==> config.mk <==
export PLATFORM = sky130hd
export DESIGN_NAME = mips_regfile_flat
export DESIGN_NICKNAME = d
export VERILOG_FILES = /design/src/rtl/mips_pkg.sv /design/src/rtl/mips_regfile_if.sv /design/src/rtl/mips_regfile.sv /design/src/flat_wrapper.sv
export SDC_FILE = /design/constraint.sdc
export NUM_CORES = 2
export LEC_CHECK = 0
export CORE_MARGIN = 3
export CORE_UTILIZATION = 63
export CTS_CLUSTER_SIZE = 8
export DETAILED_ROUTE_END_ITERATION = 12
export PLACE_DENSITY = 0.8
export SETUP_SLACK_MARGIN = 0.05
export SLEW_MARGIN = 20
export SYNTH_ARGS = -nofsm -noshare
export SYNTH_HDL_FRONTEND = slang
export SYNTH_SLANG_ARGS = --single-unit
==> constraint.sdc <==
create_clock -name clk -period 48.6 [get_ports clk]
set_input_delay 7.29 -clock clk [delete_from_list [all_inputs] [get_ports clk]]
set_output_delay 7.29 -clock clk [all_outputs]
set_load 0.1 [all_outputs]
==> src/rtl/mips_pkg.sv <==
// Shared MIPS core definitions: register-file geometry,
// word/index types and the architecturally named registers.
package mips_pkg;

    localparam int REG_W      = 32;
    localparam int REG_ADDR_W = 5;

    typedef logic [31:0] word_t;
    typedef logic [4:0]  reg_idx_t;

    localparam reg_idx_t REG_ZERO = 5'd0;
    localparam reg_idx_t REG_SP   = 5'd29;
    localparam reg_idx_t REG_RA   = 5'd31;

endpackage

==> src/rtl/mips_regfile_if.sv <==
// Register-file access bundle: one write port and two
// combinational read ports, as seen from the core.
interface mips_regfile_if #(
    parameter int DATA_W = 32,
    parameter int ADDR_W = 5
);

    logic [ADDR_W-1:0] wr_num;
    logic [DATA_W-1:0] wr_data;
    logic              wr_en;
    logic [ADDR_W-1:0] rd0_num;
    logic [DATA_W-1:0] rd0_data;
    logic [ADDR_W-1:0] rd1_num;
    logic [DATA_W-1:0] rd1_data;

    modport master (
        output wr_num,
        output wr_data,
        output wr_en,
        output rd0_num,
        output rd1_num,
        input  rd0_data,
        input  rd1_data
    );

    modport slave (
        input  wr_num,
        input  wr_data,
        input  wr_en,
        input  rd0_num,
        input  rd1_num,
        output rd0_data,
        output rd1_data
    );

endinterface

==> src/rtl/mips_regfile.sv <==
// MIPS general-purpose register file: NUM_REGS x DATA_W,
// one write port, two combinational read ports, R0 hardwired to 0.
module mips_regfile
    import mips_pkg::*;
#(
    parameter int DATA_W   = REG_W,
    parameter int NUM_REGS = 32,
    parameter int ADDR_W   = REG_ADDR_W,
    parameter int BYPASS   = 0
) (
    input  logic           clk,
    input  logic           reset,
    mips_regfile_if.slave  rf
);

    typedef logic [DATA_W-1:0] data_t;
    typedef logic [ADDR_W-1:0] idx_t;

    localparam idx_t IDX_ZERO = ADDR_W'(REG_ZERO);

    data_t regs_q [NUM_REGS];
    data_t regs_d [NUM_REGS];

    logic  wr_ok;
    logic  wr_in_range;
    logic  rd0_in_range;
    logic  rd1_in_range;
    logic  rd0_hit;
    logic  rd1_hit;
    data_t rd0_raw;
    data_t rd1_raw;

    // Indices past NUM_REGS only exist when NUM_REGS < 2**ADDR_W.
    assign wr_in_range  = (32'(rf.wr_num)  < NUM_REGS);
    assign rd0_in_range = (32'(rf.rd0_num) < NUM_REGS);
    assign rd1_in_range = (32'(rf.rd1_num) < NUM_REGS);

    // Writes to R0 are dropped so it never holds anything but 0.
    assign wr_ok = rf.wr_en && (rf.wr_num != IDX_ZERO) && wr_in_range;

    // Next-state: copy current contents, overlay the single write.
    always_comb begin
        regs_d = regs_q;
        if (wr_ok) begin
            regs_d[rf.wr_num] = rf.wr_data;
        end
    end

    // Register storage, cleared asynchronously by reset.
    always_ff @(posedge clk or posedge reset) begin
        if (reset) begin
            for (int i = 0; i < NUM_REGS; i++) begin
                regs_q[i] <= '0;
            end
        end else begin
            for (int i = 0; i < NUM_REGS; i++) begin
                regs_q[i] <= regs_d[i];
            end
        end
    end

    assign rd0_raw = rd0_in_range ? regs_q[rf.rd0_num] : '0;
    assign rd1_raw = rd1_in_range ? regs_q[rf.rd1_num] : '0;

    // Forwarding only matters in bypass builds; R0 is excluded by wr_ok.
    assign rd0_hit = (BYPASS != 0) && wr_ok &&
                     (rf.rd0_num == rf.wr_num);
    assign rd1_hit = (BYPASS != 0) && wr_ok &&
                     (rf.rd1_num == rf.wr_num);

    // Reset and R0 force zero ahead of any forwarded value.
    assign rf.rd0_data = (reset || rf.rd0_num == IDX_ZERO) ? '0 :
                         rd0_hit ? rf.wr_data : rd0_raw;

    assign rf.rd1_data = (reset || rf.rd1_num == IDX_ZERO) ? '0 :
                         rd1_hit ? rf.wr_data : rd1_raw;

endmodule

==> src/flat_wrapper.sv <==
// flat-port wrapper written by rule: the top's interface ports become plain ports
module mips_regfile_flat import mips_pkg::*;
#(
    parameter int DATA_W   = REG_W,
    parameter int NUM_REGS = 32,
    parameter int ADDR_W   = REG_ADDR_W,
    parameter int BYPASS   = 0
)
  (clk, reset, rf_wr_num, rf_wr_data, rf_wr_en, rf_rd0_num, rf_rd1_num, rf_rd0_data, rf_rd1_data);
  mips_regfile_if #(.DATA_W(DATA_W), .ADDR_W(ADDR_W)) rf_i ();
  input  logic clk;
  input  logic reset;
  input wire logic [$bits(rf_i.wr_num)-1:0] rf_wr_num;
  input wire logic [$bits(rf_i.wr_data)-1:0] rf_wr_data;
  input wire logic [$bits(rf_i.wr_en)-1:0] rf_wr_en;
  input wire logic [$bits(rf_i.rd0_num)-1:0] rf_rd0_num;
  input wire logic [$bits(rf_i.rd1_num)-1:0] rf_rd1_num;
  output wire logic [$bits(rf_i.rd0_data)-1:0] rf_rd0_data;
  output wire logic [$bits(rf_i.rd1_data)-1:0] rf_rd1_data;
  assign rf_i.wr_num = rf_wr_num;
  assign rf_i.wr_data = rf_wr_data;
  assign rf_i.wr_en = rf_wr_en;
  assign rf_i.rd0_num = rf_rd0_num;
  assign rf_i.rd1_num = rf_rd1_num;
  assign rf_rd0_data = rf_i.rd0_data;
  assign rf_rd1_data = rf_i.rd1_data;
  mips_regfile #(.DATA_W(DATA_W), .NUM_REGS(NUM_REGS), .ADDR_W(ADDR_W), .BYPASS(BYPASS)) u_core (.clk(clk), .reset(reset), .rf(rf_i));
endmodule
==> out/qor.log <==
qor: drt.drt.antenna.violating_nets 0
qor: sta.fin_skew 0 ns
qor: yosys.async_reset_ff_frac 1.00
qor: global_routing.antenna_found_initial 10
qor: worst_hold_path.worst_hold_path.num_cells 0
qor: drt.drtIter0Drc 4755
qor: setup_path.end_of_the_worst_register_to_register_path u_core.regs_q[632]
qor: yosys.post-synth-top-area-fraction 0.469
qor: setup_path.cp.arrival 11.83 ns
qor: setup_path.worstSetupStartpoint rf_rd0_num[1]
qor: layout.fill_cells 5695
qor: sta.finalMaxSlewViolations 0
qor: clock_network.cts.path.max_buffers 3
qor: setup_path.worst_path_most_repeated_cell buf_4
qor: yosys.yosys.cell_count.top_type mux2_2
qor: sta.clock_period_minus_worst_slack 19.12 ns
qor: clock_network.cts.htree.levels 4
qor: setup_path.critPathKind input port to output pin
qor: drt.remaining_drc_errors 0
qor: setup_path.crit_path_cell_trace buf_8 > buf_4 > buf_4 > nor2b_4 > buf_4 > a22oi_1 > nand3_1 > nand4_1 > clkdlybuf4s50_1
qor: setup_path.critPathBufInv 5
qor: die.num_rows 107
qor: clock_network.cts_sinks 1024
qor: drt.routed_wire_length_per_instance 34.0 um
qor: power_and_ir_drop.ir_worst_vdd 39.6 uV
qor: clock_network.cts_post_setup_buffers_inserted 0
qor: yosys.synth_warnings 0
qor: sta.fin_worst_hold_slack 0.391 ns
qor: global_routing.grt_pass1_vias 38900
qor: setup_path.cpMaxStageDelayCell clkdlybuf4s50_1
qor: yosys.synth.area.mux_share 0.396
qor: yosys.synth_edf_count 0
qor: yosys.synth-seq-area-share 0.469
qor: sta.timing_worst_slew_pin_value 1.19 ns
qor: layout.largest_register_ff_count 1024
qor: outcome.outcome complete, no violations
qor: setup_path.r2r-start u_core.regs_q[632]
qor: layout.top_regs u_core.regs_q: 1024 flops
qor: setup_path.endpoint_kind output pin
qor: sta.relSlewSlack 0.209
qor: yosys.synth_top_cells_by_count mux2_2, dfrtp_1, mux2i_1
qor: global_routing.grt.total_usage 0.388
qor: yosys.synth_largest_area_cell dfrtp_1
qor: yosys.synthFlopType dfrtp_1
qor: job.cap_viol_max_count 0
qor: clock_network.clk_transition_reported_paths 0.05 ns
qor: worst_hold_path.timing.hold.worst.start u_core.regs_q[1013]
qor: worst_hold_path.hold_path_class register to register
qor: die.floorplan.core_area 85500 um^2
qor: yosys.largest_family_of_logic_cells_by_synthesized_area multiplexers
qor: setup_path.worst_path_maximum_fanout 75
qor: layout.max_flop_register u_core.regs_q
qor: place.place_congestion 0.863
qor: layout.area.growth.synth_to_final 10.2%
qor: yosys.synth.distinct_cells 43
qor: yosys.post_synth_main_area_contributors dfrtp_1, mux2_2, mux4_2
qor: worst_hold_path.hold_end u_core.regs_q[1013]
qor: drt.routed_via_density 7.47
qor: yosys.synth_simple_gate_area_share 0.0434
qor: die.initial_cell_density_of_the_core 0.639
qor: setup_path.reg2regPathDepth 1
qor: place.placement.cell_area 56300 um^2
qor: clock_network.tritoncts.num_buffers 146
qor: drt.firstDrtPassIters 6
qor: drt.count_of_vias_placed_by_the_detailed_router 38400
qor: clock_network.root_buffer clkbuf_16
qor: place.placement.io_buffers 113
qor: yosys.average_size_of_a_mapped_cell 13.4 um^2
qor: die.chipHeight 301 um
qor: clock_network.postCtsHoldBufs 0
qor: sta.timing_hold_violations_final 0
qor: setup_path.cp_data_required_time 41.31 ns
qor: yosys.postSynthNetCount 4114
qor: place.dp_hpwl 98.1 mm
qor: clock_network.cts_resized 0
qor: yosys.fraction_of_the_mapped_netlist_area_in_compound_gates 0.0565
qor: die.floorplan.die_area 90300 um^2
qor: sta.fin_tns_setup 0 ns
qor: global_routing.globalRoute.totalOverflow 0
qor: global_routing.grt_start_max_net_pins 144
qor: die.ios 114
qor: global_routing.grt_pass1_wl 257 mm
qor: sta.setup-violations-final 0
qor: sta.rsz_0062_raised_after_global_routing false
qor: drt.drt_wl_total 175 mm
qor: layout.drive_above_1_share 0.439
qor: die.die_x 301 um
qor: setup_path.worst-r2r-setup-slack 47.76 ns
qor: yosys.yosys.area_share.adder 0
qor: power_and_ir_drop.power_leakage 26.4 nW
qor: power_and_ir_drop.power.density_cell_area 42.6 nW/um^2
qor: layout.post-route-cell-area 60200 um^2
qor: setup_path.timing.critical_path.max_delay_family buffers and inverters
qor: sta.fin_crit_sh 0.393
qor: setup_path.stage_delay_of_the_slowest_cell_on_the_critical_path 1.22 ns
qor: setup_path.worstSetupStartpointType input port
qor: layout.final_nets 4021
qor: yosys.postSynthRegisterBits 1024
qor: clock_network.worstSkewPairLatency 0.73 ns
qor: yosys.syn-cell-area 54600 um^2
qor: yosys.yosys.area_share.xor_xnor 0
qor: clock_network.tritoncts_clock_tree yes
qor: sta.fmax 52.3 MHz
qor: yosys.syn_inst 4064
==> layout by cell type, fill, tap and decap left out, types with 4 or more instances in the layout <==
master           count
and2_2               5
mux2i_1            292
clkinv_8             5
o22ai_1             65
nand2b_2             4
o21ai_0             64
diode_2             11
mux4_2             236
and3_1              31
dfrtp_1           1024
nand4_1             63
nand2_1             35
mux2_1              11
nor2_1               4
mux2_2            1177
a22oi_1            188
a211oi_1            65
inv_16               4
nor2_4              19
a32oi_1             10
clkbuf_16          147
nand2_2             17
or3_1               61
a21oi_1             62
clkdlybuf4s50_1     97
nor2b_4              4
nor3b_1              5
buf_2               10
nor3_1               4
buf_8                4
nand3_1             76
nor2b_1             65
nand3b_1             5
buf_4               88
==> power by group <==
part	internal (W)	leakage, nW	switching, W
registers	0.00102	13.1	0.000123
clock network	0.000537	1.92	0.000372
logic	0.000272	11.3	0.000245
==> layout make-up <==
type | instances | area [um^2] | area share
antenna | 11 | 27.5 | 0.000457
inverter | 1 | 11.3 | 0.000187
sequential | 1024 | 25600 | 0.426
multi-input combinational | 2593 | 27300 | 0.454
tap | 1144 | 1430 | 0.0238
timing repair buffer | 205 | 1830 | 0.0304
clock buffer | 149 | 3690 | 0.0612
clock inverter | 14 | 248 | 0.00412
==> stage by stage <==
step / utilization / std cells / setup slack (ns) / power [W]
3_3_place_gp: 0.658 / 4967 / 29.62 / 0.00163
3_5_place_dp: 0.658 / 4967 / 29.57 / 0.00165
6_report: 0.704 / 5141 / 29.48 / 0.00257
5_1_grt: 0.703 / 5134 / 29.44 / 0.00266
2_1_floorplan: - / 4064 / 12.20 / 0.00152
4_1_cts: 0.704 / 5130 / 29.55 / 0.00256
==> per-layer routing <==
layer | vias up | wire (um) | global-route usage | part of all wire
met5 | - | 60 | 0.00433 | 0.00034
li1 | 15200 | - | - | -
met3 | 642 | 20900 | 0.120 | 0.12
met1 | 20000 | 65400 | 0.521 | 0.37
met4 | 4 | 11700 | 0.237 | 0.067
met2 | 2623 | 76700 | 0.556 | 0.44
==> logic make-up after synthesis <==
logic type	Yosys count
buffers and inverters	447
flip-flops	1024
AND/OR/NAND/NOR	416
multiplexers	1716
AO/OA/AOI/OAI	461
==> how the worst max path moves through the flow <==
| stage | end | cells past startpoint |
|---|---|---|
| 2_1_floorplan | u_core.regs_q[0] | 2 |
| 3_3_place_gp | rf_rd0_data[15] | 9 |
| 3_5_place_dp | rf_rd0_data[15] | 9 |
| 4_1_cts | rf_rd0_data[15] | 9 |
| 5_1_grt | rf_rd0_data[15] | 9 |
| 6_report | rf_rd0_data[15] | 9 |
No activity file was read; power rests on OpenSTA's default activity.
